`config.mk`:
```
export PLATFORM = sky130hd
export DESIGN_NAME = pool_stream_unit
export DESIGN_NICKNAME = d
export VERILOG_FILES = /design/src/rtl/pool_stream_unit.sv
export SDC_FILE = /design/constraint.sdc
export NUM_CORES = 2
export LEC_CHECK = 0
export CAP_MARGIN = 20
export CORE_ASPECT_RATIO = 1.5
export CORE_MARGIN = 10
export CORE_UTILIZATION = 63
export CTS_CLUSTER_SIZE = 14
export DETAILED_ROUTE_END_ITERATION = 8
export PLACE_DENSITY = 0.81
export RECOVER_POWER = 100
export SLEW_MARGIN = 25
export SYNTH_ARGS = -nofsm -noshare
export SYNTH_HDL_FRONTEND = slang
export SYNTH_SLANG_ARGS = --single-unit
```
`constraint.sdc`:
```
create_clock -name clk -period 7.59 [get_ports clk]
set_clock_uncertainty 0.15 [all_clocks]
set_input_delay 1.518 -clock clk [delete_from_list [all_inputs] [get_ports clk]]
set_output_delay 1.518 -clock clk [all_outputs]
set_load 0.01 [all_outputs]
```
`src/rtl/pool_stream_unit.sv`:
```
// Streaming KxK non-overlapping max/average pooling over a raster-order feature map.
// One pixel position (LANES channels) per input beat; one pooled pixel per window out.
module pool_stream_unit #(
    parameter int unsigned DATA_W = 20,
    parameter int unsigned LANES  = 4,
    parameter int unsigned FM_W   = 28,
    parameter int unsigned FM_H   = 28,
    parameter int unsigned POOL_K = 2
) (
    input  logic                      clk,
    input  logic                      rst_n,
    input  logic                      clr,
    input  logic                      pool_mode,
    input  logic                      in_valid,
    output logic                      in_ready,
    input  logic [LANES*DATA_W-1:0]   in_data,
    output logic                      out_valid,
    input  logic                      out_ready,
    output logic [LANES*DATA_W-1:0]   out_data,
    output logic                      frame_done
);

    localparam int unsigned LOG_K = $clog2(POOL_K);
    localparam int unsigned SHIFT = 2 * LOG_K;
    localparam int unsigned ACC_W = DATA_W + SHIFT;
    localparam int unsigned NWIN  = FM_W / POOL_K;
    localparam int unsigned COL_W = (FM_W > 1) ? $clog2(FM_W) : 1;
    localparam int unsigned ROW_W = (FM_H > 1) ? $clog2(FM_H) : 1;
    localparam int unsigned IDX_W = (NWIN > 1) ? $clog2(NWIN) : 1;
    localparam int unsigned BUS_W = LANES * DATA_W;

    logic [COL_W-1:0]        col;
    logic [ROW_W-1:0]        row;
    logic                    mode_q;
    logic                    last_q;
    logic signed [ACC_W-1:0] part [NWIN][LANES];

    logic                    accept_c;
    logic                    origin_c;
    logic                    first_c;
    logic                    done_c;
    logic                    last_win_c;
    logic                    avg_c;
    logic [IDX_W-1:0]        idx_c;
    logic signed [DATA_W-1:0] lane_in  [LANES];
    logic signed [ACC_W-1:0]  lane_ext [LANES];
    logic signed [ACC_W-1:0]  comb_val [LANES];
    logic signed [ACC_W-1:0]  shifted  [LANES];
    logic [BUS_W-1:0]        res_c;

    // Stalls come only from a pending output; clr swallows any beat offered with it.
    assign in_ready = rst_n & ~clr & (~out_valid | out_ready);
    assign accept_c = in_valid & in_ready;

    // Window position decode and per-lane combine of the incoming beat with its row partial.
    always_comb begin
        origin_c   = (col == '0) && (row == '0);
        first_c    = (col[LOG_K-1:0] == '0) && (row[LOG_K-1:0] == '0);
        done_c     = (&col[LOG_K-1:0]) && (&row[LOG_K-1:0]);
        last_win_c = (col == COL_W'(FM_W - 1)) && (row == ROW_W'(FM_H - 1));
        avg_c      = origin_c ? pool_mode : mode_q;
        idx_c      = IDX_W'(col >> LOG_K);
        res_c      = '0;
        for (int l = 0; l < int'(LANES); l++) begin
            lane_in[l]  = in_data[l*DATA_W +: DATA_W];
            lane_ext[l] = ACC_W'(lane_in[l]);
            if (first_c) begin
                comb_val[l] = lane_ext[l];
            end else if (avg_c) begin
                comb_val[l] = part[idx_c][l] + lane_ext[l];
            end else begin
                comb_val[l] = (lane_ext[l] > part[idx_c][l]) ? lane_ext[l] : part[idx_c][l];
            end
            // Arithmetic shift floors toward negative infinity.
            shifted[l] = comb_val[l] >>> SHIFT;
            res_c[l*DATA_W +: DATA_W] = avg_c ? shifted[l][DATA_W-1:0]
                                              : comb_val[l][DATA_W-1:0];
        end
    end

    // Raster position counters and frame-start mode latch.
    always_ff @(posedge clk or negedge rst_n) begin
        if (!rst_n) begin
            col    <= '0;
            row    <= '0;
            mode_q <= 1'b0;
        end else if (clr) begin
            col <= '0;
            row <= '0;
        end else if (accept_c) begin
            if (origin_c) begin
                mode_q <= pool_mode;
            end
            if (col == COL_W'(FM_W - 1)) begin
                col <= '0;
                row <= (row == ROW_W'(FM_H - 1)) ? '0 : row + ROW_W'(1);
            end else begin
                col <= col + COL_W'(1);
            end
        end
    end

    // Row-partial buffer, one entry per window column per lane.
    always_ff @(posedge clk or negedge rst_n) begin
        if (!rst_n) begin
            for (int w = 0; w < int'(NWIN); w++) begin
                for (int l = 0; l < int'(LANES); l++) begin
                    part[w][l] <= '0;
                end
            end
        end else if (clr) begin
            for (int w = 0; w < int'(NWIN); w++) begin
                for (int l = 0; l < int'(LANES); l++) begin
                    part[w][l] <= '0;
                end
            end
        end else if (accept_c) begin
            for (int l = 0; l < int'(LANES); l++) begin
                part[idx_c][l] <= comb_val[l];
            end
        end
    end

    // Output holding register; a completion during a handshake reloads in place.
    always_ff @(posedge clk or negedge rst_n) begin
        if (!rst_n) begin
            out_valid  <= 1'b0;
            out_data   <= '0;
            last_q     <= 1'b0;
            frame_done <= 1'b0;
        end else begin
            frame_done <= out_valid & out_ready & last_q & ~clr;
            if (clr) begin
                out_valid <= 1'b0;
                last_q    <= 1'b0;
            end else if (accept_c && done_c) begin
                out_valid <= 1'b1;
                out_data  <= res_c;
                last_q    <= last_win_c;
            end else if (out_ready) begin
                out_valid <= 1'b0;
            end
        end
    end

endmodule

```
==> results by group <==
Global route
  – Largest net degree at the start of global routing: 329
  – Initial antenna violation count: 6
  – GR Overflow Total: 0
  – Vias in the first global route: around 56000
  – Total GRT Usage: between 30% and 40%
  – Global-route wire length before repair: 331000 um

Clock tree
  – CTS Buffer Depth: 3
  – Htree depth: 3
  – CTS buffer count: between 100 and 150
  – Cts hold-fix bufs: 0
  – Clk root buf: clkbuf_16
  – Setup bufs post-CTS: 0
  – CTS tree: yes
  – Clock transition at path regs: ~0.07 ns
  – Clk_lat worst skew: approximately 0.77 ns
  – # resized after CTS: 0
  – Clock sinks: ~1300

Critical path
  – End of the critical path: part[385]
  – Crit path kind: flip-flop to flip-flop
  – Worst flop-to-flop path startpoint: col[1]
  – CP endpoint kind: flip-flop
  – Flop2flop setup slack: between 0.4 and 0.5 ns
  – Max FO, Critical Path: 29
  – FF-to-FF End: part[385]
  – Worst setup path start: col[1]
  – Worst EP required: approximately 8.1 ns
  – Critical path data arrival time: around 7.7 ns
  – Setup crit start kind: flip-flop
  – Reg2Reg Depth: 19

STA
  – Final Hold Viols: 0
  – Setup TNS: 0 ns
  – Worst Tran Pin Value: about 4.4 ns
  – Maximum clock rate: 139 MHz
  – Final worst slack: 0.407 ns
  – Fin crit share: between 90% and 100%
  – Min Tclk post-route: about 7.2 ns
  – Slew headroom: -194%
  – Unrepaired setup endpoints after global routing: false
  – Max Slew Vio Count: 1072
  – Final setup fails: 0

Power
  – Psw: between 4 and 5 mW
  – Pwr dens: 199 nW/um2
  – Combinational fraction of design power: approximately 12%
  – Switching Fraction: 26.5%
  – Max rail drop VDD: ~0.00018 V
  – Cell-internal power: between 10 and 15 mW
  – Power share of the sequential group: 47.1%
  – Clock share of power: 40.6%
  – Cell leakage power: roughly 32 nW

Routing
  – Detail Route Antenna Nets: 0
  – Via count: 56000
  – Routed WL: 214000 um
  – Detailed Route Iter0 Violations: about 8000
  – Remaining DRCs: 0
  – Routed wire per std cell: approximately 27 um
  – Pre-antenna DRT Iters: 9
  – Vias per inst: just over 7

Synth
  – Mapped Cells: ~6600
  – Cell taking the most area after synthesis: dfrtp_1
  – Top-area cell type share of the netlist area: between 40% and 50%
  – Mapped cell area: between 60000 and 70000 um2
  – Distinct cells, synth: between 80 and 90
  – Flops & latches, synth: roughly 1300
  – Ys Warns: 0
  – Most used DFF post-synth: dfrtp_1
  – Syn avg cell area: between 10 and 15 um2
  – Post-synthesis async set-or-reset flop share: 100%
  – Post-synth EDFFs: 0
  – Post-Synthesis Net Count: 6864
  – Largest cells by area after synthesis: dfrtp_1 47%, nand3b_1 13%, o21ai_0 8.7%, mux4_2 8.5%, ha_1 3.1%
  – Seq/Total Area, Yosys: 47.4%

Job
  – MaxCap Viol Count: 12

Placement
  – RD Place Congestion: just under 1
  – Pre-CTS WS: between 0.9 and 1 ns
  – Placed Instance Area: between 70000 and 80000 um2
  – # port buffers: 168
  – DP HPWL: approximately 130000 um

Status
  – Status: complete, but fails checks
  – Failing checks: capacitance limit, slew limit

Finish
  – Number of fill cells: roughly 8000
  – Most frequent cells in the layout: 1322 x dfrtp_1, 1275 x o21ai_0, 1181 x nand3b_1
  – Synth-to-Final Area Change: 8.99%
  – Final Net Count: between 6000 and 7000
  – Area of the multi-input gates: around 34000 um2
  – Reg area: roughly 33000 um2
  – Fraction of layout cells with a size suffix above 1: under 10%
  – Fin area: around 76000 um2
  – Commonest non-fill, non-tap cell in the layout: dfrtp_1

Die
  – Starting Density: roughly 63%
  – Placement row count: roughly 150
  – Core area: 110000 um2
  – Top Ports: ~170
  – Die area: 125000 um2
  – Die width: 292 um
  – Die H: 428 um

Min path
  – Hold Crit Class: flip-flop to flip-flop
[power by group through the flow]
stage          Sequential (mW)  Clock [mW]  Combinational, mW
4_1_cts                   7.17        6.20               1.85
5_1_grt                   7.17        6.48               2.00
6_report                  7.17        6.18               1.86
2_1_floorplan             7.28           0               1.09
3_3_place_gp              7.29           0               1.82
3_5_place_dp              7.30           0               1.84
[area by class of cell]
cell class	instances	area share, %
Multi-Input combinational cell	4430	44.0
Sequential cell	1326	43.5
Clock buffer	184	4.62
Timing Repair Buffer	353	4.16
Tap cell	1434	2.35
Inverter	156	0.768
Clock inverter	31	0.525
Antenna cell	4	0.0131
[worst min path at each step]
stage | start | end | slack, ns | cells past startpoint
2_1_floorplan | mode_q | mode_q | 0.31 | 2
3_3_place_gp | out_data[18] | out_data[18] | 0.31 | 2
3_5_place_dp | out_data[64] | out_data[64] | 0.32 | 2
4_1_cts | out_data[65] | out_data[65] | 0.34 | 2
5_1_grt | out_data[40] | out_data[40] | 0.35 | 1
6_report | out_data[9] | out_data[9] | 0.33 | 2
[worst max-delay path: stages, from the launching register on]
cell and delay [ns]:
dfrtp_4 0.92, nand2b_1 0.43, nor2_4 0.51, buf_4 0.31
clkbuf_2 0.42, a222oi_1 0.18, o21ai_0 0.39, inv_1 0.11
ha_1 0.51, nand4_1 0.27, nor4_1 0.53, o211a_1 0.26
nor4_1 0.08, a211oi_2 0.66, clkbuf_1 0.45, a22oi_1 0.17
o21ai_0 0.22, buf_4 0.31, nand2_1 0.09, nand2_1 0.09
[per-stage QoR]
| stage | util (%) | power (mW) | hold WS [ns] | std cells |
|---|---|---|---|---|
| 3_5_place_dp | 65.9 | 9.14 | 0.323 | 7695 |
| 4_1_cts | 69.5 | 15.2 | 0.340 | 7910 |
| 3_3_place_gp | 65.9 | 9.11 | 0.309 | 7694 |
| 6_report | 69.2 | 15.2 | 0.328 | 7918 |
| 2_1_floorplan | - | 8.38 | 0.306 | 6598 |
| 5_1_grt | 69.2 | 15.6 | 0.354 | 7914 |
[Yosys cell counts (18+ instances only)]
master    number
dfrtp_1     1326
o21ai_0     1221
nand3b_1    1181
clkbuf_1     555
nand2_1      280
mux4_2       264
ha_1         176
inv_1        156
nor2_1       155
a21oi_1      137
a21o_1        86
a222oi_1      86
mux2i_1       85
o21ai_1       71
buf_2         69
nor3b_1       65
xnor2_1       56
o221ai_1      54
buf_1         46
nand2b_1      40
nor3_1        32
a221oi_1      28
a22oi_1       28
nand4_1       27
nor2b_1       25
nand3_1       23
o31ai_1       21
o211ai_1      18
o22ai_1       18
[layer usage]
| metal | track usage, % | up-vias | share of wire [%] |
|---|---|---|---|
| li1 | - | 23800 | - |
| met1 | 44.2 | 28300 | 38 |
| met2 | 52.3 | 3223 | 46 |
| met3 | 8.58 | 615 | 12 |
| met4 | 15.4 | 6 | 4.6 |
| met5 | 0 | - | 0.030 |
[sequential cells by signal (all words and copies together), names as in the netlist]
signal      cells
mode_q          1
out_valid       1
out_data       80
col             5
row             5
part         1232
frame_done      1
last_q          1
[kinds of logic after synthesis]
group | count (synthesis) | synth area share [%]
muxes | 356 | 9.83
AOI/OAI and AO/OA | 1915 | 16.1
adders and majority gates | 180 | 3.26
DFF | 1326 | 47.4
and+or+nand+nor | 1911 | 17.8
buffers and inverters | 842 | 4.78
xor gates and xnor gates | 68 | 0.851
No activity file was read; power rests on OpenSTA's default activity.
